**src/rtl/mips_mon_pkg.sv**
```systemverilog
// Shared types for the MIPS run-control / performance monitor.
package mips_mon_pkg;

    typedef enum logic [1:0] {
        IDLE = 2'd0,
        RUN  = 2'd1,
        DONE = 2'd2
    } mon_state_t;

    typedef struct packed {
        logic [4:0]  dest;
        logic [31:0] data;
    } trace_entry_t;

    localparam int unsigned TRACE_W = 37;

endpackage

```
**src/rtl/mips_perf_monitor_if.sv**
```systemverilog
// Register-writeback trace drain port: the monitor drives, the consumer accepts.
interface mips_perf_monitor_if
    import mips_mon_pkg::*;
#(
    parameter int unsigned TRACE_DEPTH = 8
);
    logic                         trace_valid;
    trace_entry_t                 trace_data;
    logic                         trace_ready;
    logic [$clog2(TRACE_DEPTH):0] trace_level;
    logic                         trace_overflow;

    modport master (
        output trace_valid,
        output trace_data,
        output trace_level,
        output trace_overflow,
        input  trace_ready
    );

    modport slave (
        input  trace_valid,
        input  trace_data,
        input  trace_level,
        input  trace_overflow,
        output trace_ready
    );

endinterface

```
**src/rtl/mips_trace_fifo.sv**
```systemverilog
// First-word fall-through FIFO; while empty the output keeps showing the last head value.
module mips_trace_fifo
    import mips_mon_pkg::*;
#(
    parameter int unsigned DEPTH   = 8,
    parameter type         entry_t = logic [TRACE_W-1:0]
) (
    input  logic                   i_clock,
    input  logic                   i_reset,
    input  logic                   i_flush,
    input  logic                   i_push,
    input  logic                   i_pop,
    input  entry_t                 i_data,
    output entry_t                 o_data,
    output logic                   o_full,
    output logic                   o_empty,
    output logic [$clog2(DEPTH):0] o_level
);
    localparam int unsigned AW       = $clog2(DEPTH);
    localparam logic [AW:0] FULL_LVL = DEPTH[AW:0];
    localparam logic [AW:0] PTR_ONE  = 1;

    entry_t      r_mem [DEPTH];
    entry_t      r_last;
    logic [AW:0] r_wr_ptr;
    logic [AW:0] r_rd_ptr;
    logic        w_do_push;
    logic        w_do_pop;

    // Extra pointer bit distinguishes full from empty.
    always_comb begin
        o_level   = r_wr_ptr - r_rd_ptr;
        o_empty   = (r_wr_ptr == r_rd_ptr);
        o_full    = (o_level == FULL_LVL);
        w_do_pop  = i_pop && !o_empty;
        w_do_push = i_push && (!o_full || w_do_pop);
        o_data    = o_empty ? r_last : r_mem[r_rd_ptr[AW-1:0]];
    end

    always_ff @(posedge i_clock or posedge i_reset) begin
        if (i_reset) begin
            r_wr_ptr <= '0;
            r_rd_ptr <= '0;
            r_last   <= '0;
        end else begin
            r_last <= o_data;
            if (i_flush) begin
                r_wr_ptr <= '0;
                r_rd_ptr <= '0;
            end else begin
                if (w_do_push) r_wr_ptr <= r_wr_ptr + PTR_ONE;
                if (w_do_pop)  r_rd_ptr <= r_rd_ptr + PTR_ONE;
            end
        end
    end

    always_ff @(posedge i_clock) begin
        if (w_do_push && !i_flush) r_mem[r_wr_ptr[AW-1:0]] <= i_data;
    end

endmodule

```
**src/rtl/mips_perf_monitor.sv**
```systemverilog
// Run-control FSM, saturating event counters and writeback trace for the pipelined MIPS core.
module mips_perf_monitor
    import mips_mon_pkg::*;
#(
    parameter int unsigned CNT_W       = 32,
    parameter int unsigned MAX_CYCLES  = 1000,
    parameter int unsigned TRACE_DEPTH = 8,
    parameter int unsigned HALT_REPEAT = 4
) (
    input  logic             clock,
    input  logic             reset,
    input  logic             start,
    input  logic             clear,
    input  logic [9:0]       PC,
    input  logic [31:0]      Instruction_in,
    input  logic             stall_in,
    input  logic             Branch_in,
    input  logic             Zero_in,
    input  logic             MemWrite_in,
    input  logic             RegWrite_in,
    input  logic [4:0]       dest_in,
    input  logic [31:0]      write_data_in,
    output logic [1:0]       state_out,
    output logic             done,
    output logic             halted,
    output logic [CNT_W-1:0] cycle_cnt,
    output logic [CNT_W-1:0] instr_cnt,
    output logic [CNT_W-1:0] stall_cnt,
    output logic [CNT_W-1:0] branch_taken_cnt,
    output logic [CNT_W-1:0] mem_write_cnt,
    mips_perf_monitor_if.master trace
);
    localparam int unsigned       LVL_W     = $clog2(TRACE_DEPTH) + 1;
    localparam int unsigned       HALT_W    = $clog2(HALT_REPEAT) + 1;
    localparam logic [HALT_W-1:0] HALT_LAST = HALT_W'(HALT_REPEAT - 1);
    localparam logic [63:0]       MAX_CYC   = 64'(MAX_CYCLES);

    mon_state_t        r_state, w_state_nxt;
    logic [CNT_W-1:0]  r_cycle, r_instr, r_stall, r_branch, r_memw;
    logic [CNT_W-1:0]  w_cycle_nxt, w_instr_nxt, w_stall_nxt, w_branch_nxt, w_memw_nxt;
    logic [HALT_W-1:0] r_halt_cnt, w_halt_nxt;
    logic [9:0]        r_prev_pc;
    logic              r_halted, r_overflow;
    logic              w_run, w_repeat, w_limit_hit, w_halt_hit;
    logic              w_push, w_pop, w_full, w_empty;
    trace_entry_t      w_push_entry, w_head;
    logic [LVL_W-1:0]  w_level;

    function automatic logic [CNT_W-1:0] sat_inc(input logic [CNT_W-1:0] v, input logic en);
        return (en && (v != '1)) ? v + CNT_W'(1) : v;
    endfunction

    always_comb begin
        w_run        = (r_state == RUN);
        w_repeat     = !stall_in && (PC == r_prev_pc);
        w_cycle_nxt  = sat_inc(r_cycle, 1'b1);
        w_stall_nxt  = sat_inc(r_stall, stall_in);
        w_instr_nxt  = sat_inc(r_instr, !stall_in && (Instruction_in != '0));
        w_branch_nxt = sat_inc(r_branch, Branch_in && Zero_in);
        w_memw_nxt   = sat_inc(r_memw, MemWrite_in);
        w_halt_nxt   = w_repeat ? r_halt_cnt + HALT_W'(1) : '0;
        // Saturated value can only equal the limit if the limit was reached first.
        w_limit_hit  = w_run && (MAX_CYCLES != 0) && (64'(w_cycle_nxt) == MAX_CYC);
        w_halt_hit   = w_run && w_repeat && (w_halt_nxt == HALT_LAST);
    end

    always_comb begin
        w_state_nxt = r_state;
        if (clear) begin
            w_state_nxt = IDLE;
        end else begin
            case (r_state)
                IDLE:    if (start) w_state_nxt = RUN;
                RUN:     if (w_limit_hit || w_halt_hit) w_state_nxt = DONE;
                DONE:    w_state_nxt = DONE;
                default: w_state_nxt = IDLE;
            endcase
        end
    end

    always_ff @(posedge clock or posedge reset) begin
        if (reset) begin
            r_state    <= IDLE;
            r_cycle    <= '0;
            r_instr    <= '0;
            r_stall    <= '0;
            r_branch   <= '0;
            r_memw     <= '0;
            r_halt_cnt <= '0;
            r_prev_pc  <= '0;
            r_halted   <= 1'b0;
            r_overflow <= 1'b0;
        end else begin
            r_state   <= w_state_nxt;
            r_prev_pc <= PC;
            if (clear) begin
                r_cycle    <= '0;
                r_instr    <= '0;
                r_stall    <= '0;
                r_branch   <= '0;
                r_memw     <= '0;
                r_halt_cnt <= '0;
                r_halted   <= 1'b0;
                r_overflow <= 1'b0;
            end else begin
                if (w_run) begin
                    r_cycle    <= w_cycle_nxt;
                    r_instr    <= w_instr_nxt;
                    r_stall    <= w_stall_nxt;
                    r_branch   <= w_branch_nxt;
                    r_memw     <= w_memw_nxt;
                    r_halt_cnt <= w_halt_nxt;
                end else begin
                    r_halt_cnt <= '0;
                end
                if (w_halt_hit) r_halted <= 1'b1;
                if (w_push && w_full && !w_pop) r_overflow <= 1'b1;
            end
        end
    end

    always_comb begin
        w_push_entry = '{dest: dest_in, data: write_data_in};
        w_push       = w_run && RegWrite_in && (dest_in != '0) && !clear;
        w_pop        = trace.trace_ready && !w_empty;
    end

    mips_trace_fifo #(
        .DEPTH   (TRACE_DEPTH),
        .entry_t (trace_entry_t)
    ) u_trace_fifo (
        .i_clock (clock),
        .i_reset (reset),
        .i_flush (clear),
        .i_push  (w_push),
        .i_pop   (w_pop),
        .i_data  (w_push_entry),
        .o_data  (w_head),
        .o_full  (w_full),
        .o_empty (w_empty),
        .o_level (w_level)
    );

    always_comb begin
        state_out            = r_state;
        done                 = (r_state == DONE);
        halted               = r_halted;
        cycle_cnt            = r_cycle;
        instr_cnt            = r_instr;
        stall_cnt            = r_stall;
        branch_taken_cnt     = r_branch;
        mem_write_cnt        = r_memw;
        trace.trace_valid    = !w_empty;
        trace.trace_data     = w_head;
        trace.trace_level    = w_level;
        trace.trace_overflow = r_overflow;
    end

endmodule

```
**src/flat_wrapper.sv**
```systemverilog
// flat-port wrapper written by rule: the top's interface ports become plain ports
module mips_perf_monitor_flat import mips_mon_pkg::*;
#(
    parameter int unsigned CNT_W       = 32,
    parameter int unsigned MAX_CYCLES  = 1000,
    parameter int unsigned TRACE_DEPTH = 8,
    parameter int unsigned HALT_REPEAT = 4
)
  (clock, reset, start, clear, PC, Instruction_in, stall_in, Branch_in, Zero_in, MemWrite_in, RegWrite_in, dest_in, write_data_in, state_out, done, halted, cycle_cnt, instr_cnt, stall_cnt, branch_taken_cnt, mem_write_cnt, trace_trace_valid, trace_trace_data, trace_trace_level, trace_trace_overflow, trace_trace_ready);
  mips_perf_monitor_if #(.TRACE_DEPTH(TRACE_DEPTH)) trace_i ();
  input  logic clock;
  input  logic reset;
  input  logic start;
  input  logic clear;
  input  logic [9:0] PC;
  input  logic [31:0] Instruction_in;
  input  logic stall_in;
  input  logic Branch_in;
  input  logic Zero_in;
  input  logic MemWrite_in;
  input  logic RegWrite_in;
  input  logic [4:0] dest_in;
  input  logic [31:0] write_data_in;
  output logic [1:0] state_out;
  output logic done;
  output logic halted;
  output logic [CNT_W-1:0] cycle_cnt;
  output logic [CNT_W-1:0] instr_cnt;
  output logic [CNT_W-1:0] stall_cnt;
  output logic [CNT_W-1:0] branch_taken_cnt;
  output logic [CNT_W-1:0] mem_write_cnt;
  output wire logic [$bits(trace_i.trace_valid)-1:0] trace_trace_valid;
  output wire logic [$bits(trace_i.trace_data)-1:0] trace_trace_data;
  output wire logic [$bits(trace_i.trace_level)-1:0] trace_trace_level;
  output wire logic [$bits(trace_i.trace_overflow)-1:0] trace_trace_overflow;
  input wire logic [$bits(trace_i.trace_ready)-1:0] trace_trace_ready;
  assign trace_trace_valid = trace_i.trace_valid;
  assign trace_trace_data = trace_i.trace_data;
  assign trace_trace_level = trace_i.trace_level;
  assign trace_trace_overflow = trace_i.trace_overflow;
  assign trace_i.trace_ready = trace_trace_ready;
  mips_perf_monitor #(.CNT_W(CNT_W), .MAX_CYCLES(MAX_CYCLES), .TRACE_DEPTH(TRACE_DEPTH), .HALT_REPEAT(HALT_REPEAT)) u_core (.clock(clock), .reset(reset), .start(start), .clear(clear), .PC(PC), .Instruction_in(Instruction_in), .stall_in(stall_in), .Branch_in(Branch_in), .Zero_in(Zero_in), .MemWrite_in(MemWrite_in), .RegWrite_in(RegWrite_in), .dest_in(dest_in), .write_data_in(write_data_in), .state_out(state_out), .done(done), .halted(halted), .cycle_cnt(cycle_cnt), .instr_cnt(instr_cnt), .stall_cnt(stall_cnt), .branch_taken_cnt(branch_taken_cnt), .mem_write_cnt(mem_write_cnt), .trace(trace_i));
endmodule
```
**config.mk**
```make
export PLATFORM = sky130hd
export DESIGN_NAME = mips_perf_monitor_flat
export DESIGN_NICKNAME = d
export VERILOG_FILES = /design/src/rtl/mips_mon_pkg.sv /design/src/rtl/mips_perf_monitor_if.sv /design/src/rtl/mips_trace_fifo.sv /design/src/rtl/mips_perf_monitor.sv /design/src/flat_wrapper.sv
export SDC_FILE = /design/constraint.sdc
export NUM_CORES = 1
export LEC_CHECK = 0
export CAP_MARGIN = 10
export CORE_MARGIN = 2
export CORE_UTILIZATION = 55
export DETAILED_ROUTE_END_ITERATION = 10
export GPL_TIMING_DRIVEN = 0
export PLACE_DENSITY = 0.9
export SETUP_SLACK_MARGIN = 0.2
export SLEW_MARGIN = 25
export SYNTH_ARGS = -nofsm -noshare
export SYNTH_HDL_FRONTEND = slang
export SYNTH_SLANG_ARGS = --single-unit
export TNS_END_PERCENT = 30
```
**constraint.sdc**
```tcl
create_clock -name clock -period 12.25 [get_ports clock]
set_input_delay 1.225 -clock clock [delete_from_list [all_inputs] [get_ports clock]]
set_output_delay 1.225 -clock clock [all_outputs]
set_load 0.005 [all_outputs]
```
After elaboration in Yosys (flattened, before gate mapping)
Memories as Yosys holds them, arrays and structs flattened.
Index checks and enable logic that the tools add are counted.
Cells by class
  reductions and logical operators: 43
  equality and inequality tests: 14
  mux-type cells: 33
  add/subtract/negate cells: 9
Operator list (count)
  two-way mux 32 bit: 15
  adder 32 x 1 -> 32 bit, second input constant: 5
  inequality test 32 bit, second input constant: 5
  two-way mux 37 bit: 1
  equality test 32 x 10 -> 1 bit, second input constant: 1
  nonzero test 32 bit: 1
  logical AND 1 bit: 19
  nonzero test 2 bit: 9
  two-way mux 4 bit: 4
  equality test 10 bit: 1
  AND reduction 2 bit: 5
  two-way mux 3 bit: 3
  adder 4 x 1 -> 4 bit, second input constant: 2
  two-way mux 1 bit: 6
  two-way mux 2 bit: 3
  inequality test 3 bit, second input constant: 2
  one-hot mux 2 bit (3 select lines): 1
  zero test 1 bit: 5
  nonzero test 5 bit: 1
  equality test 4 bit: 1
  equality test 4 bit, second input constant: 1
  subtractor 4 bit: 1
  adder 3 x 1 -> 3 bit, second input constant: 1
  equality test 3 x 2 -> 1 bit, second input constant: 1
  other kinds (4): 5
Word-level totals
  logic and storage cells: 114
  memories kept: 1
  RAM bits: 296
  output and inout bits: 207
  bits of input ports: 89
  bits in registers: 222
Memories
  u_core.u_trace_fifo.r_mem: depth 8, width 37, read ports 1, clocked after Yosys merged registers in 0, wr ports 1, RTL line mips_trace_fifo.sv:23  | entry_t r_mem [DEPTH];

Depth between registers and ports, before layout
Gate-level depths: netlist (run 1).
  word-level depth: 9
  gate-level depth with buffers: 13
  depth with buffers taken out: 10

Cells and area by module
From an unflattened synthesis (run 1), not the netlist that was laid out.
Unflattened totals
  cell total of the unflattened synthesis: 1679
  area, all modules: 22539.1 um2
Modules (own cells, without submodules)
  mips_trace_fifo: cells an instance 620, sequential area each 10014.6 um2, area each 12941.2 um2, times used 1
  mips_perf_monitor: cells an instance 1059, sequential area each 4429.2 um2, area each 9598.0 um2, times used 1

Least setup slack after synthesis (run 1)
No wires, ideal clock.
  path kind: register -> register
  from: register u_core.u_trace_fifo.r_rd_ptr[1]
  to: memory u_core.u_trace_fifo.r_mem[0][0] (netlist bit), enable pin
  setup slack: 6.464 ns
  arrival time: 5.309 ns
  stages on the path, launching flop included: 12
  clock period less this slack: 5.786 ns
  data required time: 11.773 ns
  setup time: 0.477 ns
  path through: dfrtp_1 clkbuf_1 buf_1 buf_1 inv_1 ha_1 a21o_1 a21oi_1 xor2_1 a311oi_1 nand2_1 nor3_1
RTL lines
  start: declaration: RTL line mips_trace_fifo.sv:26  | logic [AW:0] r_rd_ptr;
  start signal: assignment: RTL line mips_trace_fifo.sv:52  | if (w_do_pop) r_rd_ptr <= r_rd_ptr + PTR_ONE;
  subtractor 4 bit: RTL line mips_trace_fifo.sv:32  | o_level = r_wr_ptr - r_rd_ptr;
  via trace_trace_level[3]: RTL line flat_wrapper.sv:34  | output wire logic [$bits(trace_i.trace_level)-1:0] trace_trace_level;
  equality test 4 bit: RTL line mips_trace_fifo.sv:34  | o_full = (o_level == FULL_LVL);
  zero test 1 bit: RTL line mips_trace_fifo.sv:36  | w_do_push = i_push && (!o_full || w_do_pop);
  logical OR 1 bit: RTL line mips_trace_fifo.sv:36
  logical AND 1 bit: RTL line mips_trace_fifo.sv:36
  logical AND 1 bit: RTL line mips_trace_fifo.sv:58  | if (w_do_push && !i_flush) r_mem[r_wr_ptr[AW-1:0]] <= i_data;
  two-way mux 1 bit: RTL line mips_trace_fifo.sv:58
  two-way mux 1 bit (implied by the code): RTL line mips_trace_fifo.sv:58
  end: declaration: RTL line mips_trace_fifo.sv:23
The timed path passes the listed nets, and every way through them passes these cells.

Worst setup path in the final report (run 1)
  from: register u_core.u_trace_fifo.r_rd_ptr[1]
  to: output port trace_trace_data[2]
On the way
  longest elaborated chain between the ends: 2
Ends and longest elaborated chain
  memory (8 x 37 bit) or equality test 4 bit (tied branches)
  two-way mux 37 bit (*): RTL line mips_trace_fifo.sv:37  | o_data = o_empty ? r_last : r_mem[r_rd_ptr[AW-1:0]];
  end: declaration: RTL line flat_wrapper.sv:33  | output wire logic [$bits(trace_i.trace_data)-1:0] trace_trace_data;
Every way passes the cells marked *; elsewhere a longest branch is shown, timed or not.

==> results of run 1 <==
-- per-stage QoR --
step	utilization	cells	hold slack (ns)	area (um2)	setup slack, ns
finish	0.709	2606	0.454	28300	5.55
global placement	0.650	2481	0.432	26000	1.86
floorplan	-	1662	0.421	22400	4.95
detailed placement	0.664	2506	0.450	26500	6.29
CTS	0.708	2601	0.458	28300	5.58
global route	0.709	2605	0.480	28300	5.38
-- synthesized netlist by cell type (4+ instances only) --
cell type,n,area share
edfxtp_1,296,0.40
dfrtp_1,222,0.25
inv_1,38,0.0064
ha_1,14,0.0078
nand4_1,51,0.014
clkbuf_1,57,0.0096
nand3b_1,5,0.0017
buf_1,11,0.0018
o21ai_0,69,0.015
xnor2_1,69,0.027
or4_1,5,0.0017
buf_2,4,0.00090
mux4_2,74,0.075
mux2i_1,45,0.020
nand2_1,127,0.021
and4_1,18,0.0070
xor2_1,81,0.032
and2_1,6,0.0017
nand2b_1,6,0.0017
a21oi_1,34,0.0076
nor2b_1,4,0.0011
nand3_1,55,0.012
nor4_1,27,0.0076
nor3_1,49,0.011
or3_1,37,0.010
and3_1,20,0.0056
nor2_1,181,0.030
o21a_1,6,0.0020
-- worst max-delay path, delay by kind of cell, from the launching register on --
family                   cells  cell delay, ns
AO/OA/AOI/OAI                1            0.27
buffers and inverters        7            3.31
AND/OR/NAND/NOR              3            0.51
adder cells (fa/ha/maj)      1            0.33
flip-flops                   1            0.44
-- final timing paths --
check,cells past startpoint,endpoint,start,slack [ns]
min in group asynchronous,2,u_core.instr_cnt[18],reset,1.13
worst min register to register,1,u_core.r_halt_cnt[0],u_core.r_halt_cnt[0],0.45
worst max register to register,15,u_core.u_trace_fifo.r_mem[1][20],u_core.u_trace_fifo.r_rd_ptr[1],6.65
worst max-delay path,12,trace_trace_data[2],u_core.u_trace_fifo.r_rd_ptr[1],5.55
max in group asynchronous,4,u_core.mem_write_cnt[11],reset,9.99
worst min-delay path,1,u_core.r_halt_cnt[0],u_core.r_halt_cnt[0],0.45
-- state kept, by name, indices dropped and copies added (netlist names) --
name                          flops
u_core.branch_taken_cnt          32
u_core.cycle_cnt                 32
u_core.halted                     1
u_core.instr_cnt                 32
u_core.mem_write_cnt             32
u_core.r_halt_cnt                 3
u_core.r_prev_pc                 10
u_core.stall_cnt                 32
u_core.state_out                  2
u_core.trace.trace_overflow       1
u_core.u_trace_fifo.r_last       37
u_core.u_trace_fifo.r_mem       296
u_core.u_trace_fifo.r_rd_ptr      4
u_core.u_trace_fifo.r_wr_ptr      4
-- routing by layer --
layer / track usage / share of wire / wire (um)
met1: 0.371 / 0.38 / 23100
met2: 0.488 / 0.50 / 30300
met3: 0.0615 / 0.093 / 5660
met4: 0.113 / 0.030 / 1840
met5: 0 / 0.00044 / 27
-- cell type report --
type                            instances  area [um2]
Tap cell                              525         657
Inverter                               39         154
Fill cell                            2545       11600
Clock inverter                         35         434
Timing Repair Buffer                  322        3440
Sequential cell                       518       14400
Buffer                                 77         322
Antenna cell                            2        5.00
Clock buffer                           60        1340
Multi-Input combinational cell       1028        7510
-- logic make-up after synthesis --
group,Yosys count
AOI/OAI and AO/OA,139
xor gates and xnor gates,150
adders and majority gates,15
buffers and inverters,116
DFF,518
muxes,119
and+or+nand+nor,605
-- power by group through the flow --
stage | Clock (mW) | Sequential, mW | Combinational (mW)
3_5_place_dp | 0 | 2.01 | 0.957
4_1_cts | 1.67 | 1.98 | 0.979
3_3_place_gp | 0 | 2.01 | 0.912
6_report | 1.65 | 1.98 | 0.980
5_1_grt | 1.72 | 1.99 | 1.05
2_1_floorplan | 0 | 2.00 | 0.447
==> metrics.csv, run 1 <==
metric;value;unit
outcome;complete, no violations;
Startpoint Class;register;
CTS tree;built;
crit path time final;6.70;ns
Final #Nets;2141;
Syn Area/Cell;13.5;um2
Worst-path clk slew;0.07;ns
Worst VDD drop;0.135;mV
combinational share of power;0.213;
vias post-DR;15700;
slowest CP cell;clkdlybuf4s50_1;
total power draw;4.61;mW
Most common cell on crit path;clkbuf_1;
clock sink count;518;
Die Area;0.0423;mm2
largest family of logic cells by synthesized area;simple AND/OR/NAND/NOR gates;
post-CTS setup buffer count;0;
Setup crit end kind;output pin;
commonest non-fill, non-tap cell in the layout;edfxtp_1;
sequential share of power;0.430;
CTS Hold Bufs;0;
antenna violations before repair;4;
max incr delay on CP;0.62;ns
Ports;296;
drt first-iter violations;1441;
most frequent cells in the layout;edfxtp_1 (296), clkdlybuf4s50_1 (294), dfrtp_1 (222);
routed len/inst;23.4;um
measured slew at the worst slew-check pin;0.961;ns
Hold WC Path Type;register to register;
Die Y-Extent;206;um
WL final;60.9;mm
Final Setup Violations;0;
Post-DP HPWL;42.2;mm
Async S/R FF share, synth;0.429;
crit-path max FO;10;
Max Slew Vio Count;0;
max_cap viols;0;
Fin Setup TNS;0;ns
H-tree depth;2;
first-pass GRT wire length;92.1;mm
Worst slew margin;0.359;
Clock Skews;0.0240;ns
Synth Warn #;0;
GRT Total Usage;0.290;
Area Overhead vs Synth;26.6;%
Starting Density;0.560;
Adder-Cell Fraction of Synth Area;0.00873;
core area;0.0399;mm2
post-synthesis compound-gate area fraction;0.0366;
clock network power share;0.357;
Final period util;0.547;
Overflow after GRT;0;
share of cells above drive strength 1;0.106;
routability cong.;0.924;
Top FF cell, synth;edfxtp_1;
chip width;206;um
# DRC;0;
Synth Area in XOR/XNOR;0.0587;
Max Freq;149;MHz
vias in the first global route;15900;
Antenna Nets Post-Route;0;
final hold violation count;0;
Skew-Pair Late Insertion Delay;0.61;ns
DRT Pass-1 Iters;6;
Unique masters post-synth;58;
data required time of the worst path;11.02;ns
P_leak;10.3;nW
EDFF count, synth;296;
Synth Net Count;1766;
post-DR vias/cell;6.03;
worst path cell trace;clkbuf_1 -> buf_1 -> buf_1 -> inv_1 -> ha_1 -> nand3_1 -> nor2_1 -> clkbuf_1 -> clkbuf_1 -> nand2_1 -> o21ai_0 -> clkdlybuf4s50_1;
critical path arrival;5.48;ns
RSZ-0062 raised after global routing;false;
flops & latches, synth;518;
CTS root buf;clkbuf_16;
post_cts resized;0;
Sw Ratio;0.275;
Max clock buf depth;3;
Int Pwr;3.34;mW
multiplexer share of the synthesized area;0.0947;
num rows;73;
Switch Pwr;1.27;mW
simple-gate share of the synthesized area;0.134;
Power Dens Cells;163;mW/mm2
Mapped Area;0.0224;mm2
Synth Instances;1662;
CP Class;register to output pin;
cts bufs inserted;51;
sequential area share after synthesis;0.646;
largest net degree at the start of global routing;93;
I/O Buffers;294;
No activity file was read; power rests on OpenSTA's default activity.
==> run 2, diff against run 1 <==
--- a/config.mk
+++ b/config.mk
@@ -7,10 +7,10 @@
 export LEC_CHECK = 0
 export CAP_MARGIN = 10
 export CORE_MARGIN = 2
-export CORE_UTILIZATION = 55
+export CORE_UTILIZATION = 50
 export DETAILED_ROUTE_END_ITERATION = 10
 export GPL_TIMING_DRIVEN = 0
-export PLACE_DENSITY = 0.9
+export PLACE_DENSITY = 0.86
 export SETUP_SLACK_MARGIN = 0.2
 export SLEW_MARGIN = 25
 export SYNTH_ARGS = -nofsm -noshare
==> constraint.sdc (replaced) <==
create_clock -name clock -period 5.4 [get_ports clock]
set_input_delay 0.54 -clock clock [delete_from_list [all_inputs] [get_ports clock]]
set_output_delay 0.54 -clock clock [all_outputs]
set_load 0.005 [all_outputs]
==> run 2 against run 1 <==
  * First-iteration DRC count is 7.9% higher
  * Wire length fell by 0.47%
  * Utilization decreased by 6.5 points
  * Non-clock buffer count is 2 higher
  * Sequential share of layout area fell by 0.30 points
  * Combinational power up 130%
  * Register-to-register slack lost 6.0 ns
  * Clock-buffer cell count rose by 6
  * Critical path depth decreased by 1
  * Design area increased by 0.58%
==> metrics.csv, run 2 (same netlist as run 1, synthesis figures left out) <==
metric;value;unit;change
share of cells above drive strength 1;0.110;;+0.00465
Worst slew margin;0.353;;-0.00595
Die Y-Extent;215;um;+4.8%
Setup crit end kind;output pin;;
outcome;complete, no violations;;
CTS Hold Bufs;0;;unchanged
Max Slew Vio Count;0;;unchanged
clock network power share;0.360;;+0.003
max reg flops;296;;unchanged
I/O Buffers;294;;unchanged
Final period util;0.930;;
num rows;77;;+5.5%
r2r setup slk;0.69;ns;-5.96 ns
cts bufs inserted;51;;unchanged
Max clock buf depth;3;;unchanged
first-pass GRT wire length;93.3;mm;+1.3%
Final #Nets;2143;;+0.093%
Power Dens Cells;370;mW/mm2;+130%
RSZ-0062 raised after global routing;true;;
worst path cell trace;clkbuf_1 -> buf_2 -> buf_2 -> inv_1 -> ha_1 -> nand3_1 -> nor2_1 -> clkbuf_2 -> clkbuf_1 -> o21ai_0 -> clkdlybuf4s50_1;;
clock sink count;518;;unchanged
antenna violations before repair;7;;+3
P_leak;10.4;nW;+0.55%
Int Pwr;7.64;mW;+130%
crit-path max FO;10;;unchanged
pre-CTS WS;0.229;ns;-6.06 ns
vias post-DR;15800;;+0.41%
commonest non-fill, non-tap cell in the layout;edfxtp_1;;
critical path arrival;4.48;ns;-1.00 ns
vias in the first global route;15900;;-0.019%
# DRC;0;;unchanged
CP Class;register to output pin;;
Post-DP HPWL;41.5;mm;-1.5%
measured slew at the worst slew-check pin;0.970;ns;+0.00893 ns
Worst Slack Setup Final;0.379;ns;-5.17 ns
DRT Pass-1 Iters;6;;unchanged
Register Area;0.0144;mm2;unchanged
crit path time final;5.02;ns;
Final Setup Violations;0;;unchanged
chip width;215;um;+4.8%
Starting Density;0.506;;-0.0546
Ports;296;;unchanged
CTS tree;built;;
drt first-iter violations;1555;;+7.9%
Startpoint Class;register;;
H-tree depth;2;;unchanged
combinational share of power;0.213;;about the same
Worst-path clk slew;0.07;ns;about the same
area of the multi-input gates;0.00751;mm2;unchanged
GRT Total Usage;0.262;;-0.0282
final hold violation count;0;;unchanged
Area Overhead vs Synth;27.3;%;
routability cong.;0.919;;-0.56%
sequential share of power;0.427;;-0.003
max_cap viols;0;;unchanged
core area;0.0442;mm2;+11%
Switch Pwr;2.89;mW;+130%
Skew-Pair Late Insertion Delay;0.63;ns;+0.02 ns
max incr delay on CP;0.57;ns;-0.05 ns
Clock Skews;0.0264;ns;+0.00235 ns
Hold WC Path Type;input pin to asynchronous set/reset pin;;
post-DR vias/cell;5.89;;-2.3%
Sw Ratio;0.275;;about the same
most frequent cells in the layout;edfxtp_1 (296), clkdlybuf4s50_1 (294), dfrtp_1 (222);;
Worst VDD drop;0.442;mV;+230%
WL final;60.6;mm;-0.47%
data required time of the worst path;4.86;ns;-6.16 ns
# fillers;3105;;+22%
Overflow after GRT;0;;unchanged
largest net degree at the start of global routing;34;;-63%
CTS root buf;clkbuf_16;;
routed len/inst;22.6;um;-3.1%
Max Freq;199;MHz;
slowest CP cell;clkbuf_1;;
Antenna Nets Post-Route;0;;unchanged
Die Area;0.0464;mm2;+9.8%
total power draw;10.5;mW;+130%
[run 2: metrics by stage]
stage                     area [um2]  hold WS, ns  instances  setup TNS, ns   util
after floorplan                22400        0.421       1662         -27.88      -
after global placement         26100        0.433       2548        -635.46  0.589
after detailed placement       26600        0.479       2578              0  0.602
after CTS                      28500        0.305       2674              0  0.643
after global routing           28500        0.327       2675              0  0.644
final                          28500        0.318       2678              0  0.644
[run 2: power by group through the flow]
stage / sequential, mW / clock, mW / combinational (mW)
6_report: 4.49 / 3.79 / 2.25
5_1_grt: 4.50 / 4.01 / 2.40
4_1_cts: 4.49 / 3.86 / 2.25
3_5_place_dp: 4.57 / 0 / 2.19
3_3_place_gp: 4.56 / 0 / 2.09
2_1_floorplan: 4.54 / 0 / 1.01
[run 2: critical path: cells and delay by family, from the launching register on]
| family | cells | cell delay (ns) |
|---|---|---|
| simple gates | 2 | 0.28 |
| flops | 1 | 0.41 |
| buf+inv | 7 | 2.49 |
| compound gates | 1 | 0.37 |
| fa+ha+maj | 1 | 0.32 |
[run 2: layout make-up]
type	count	area share
well taps	592	0.0260
diodes	4	0.000352
multi-input cells	1028	0.264
clock buffers	66	0.0497
inverters	39	0.00527
clock inverters	30	0.0143
repair buffers	324	0.122
plain buffers	77	0.0117
flip-flops and latches	518	0.507
[run 2: final timing paths]
kind / from / endpoint / cells after the start
max: u_core.u_trace_fifo.r_rd_ptr[1] / trace_trace_data[26] / 11
min: reset / u_core.u_trace_fifo.r_last[35] / 2
max reg2reg: u_core.u_trace_fifo.r_rd_ptr[1] / u_core.u_trace_fifo.r_mem[1][18] / 14
min reg2reg: u_core.u_trace_fifo.r_last[6] / u_core.u_trace_fifo.r_last[6] / 2
max in group asynchronous: reset / u_core.cycle_cnt[30] / 6
min in group clock: PC[9] / u_core.r_prev_pc[9] / 1
[run 2: timing repair]
action,CTS,global route
endpoints found under the hold margin,0,0
gates cloned,0,0
endpoints found under the setup margin,37,10
setup buffers,0,0
resized for setup,3,4
[run 2: routing by layer]
layer | part of all wire | up-vias | track usage
li1 | - | 6911 | -
met1 | 0.39 | 7939 | 0.339
met2 | 0.50 | 791 | 0.442
met3 | 0.088 | 123 | 0.0558
met4 | 0.029 | 6 | 0.0906
met5 | 0.00064 | - | 0
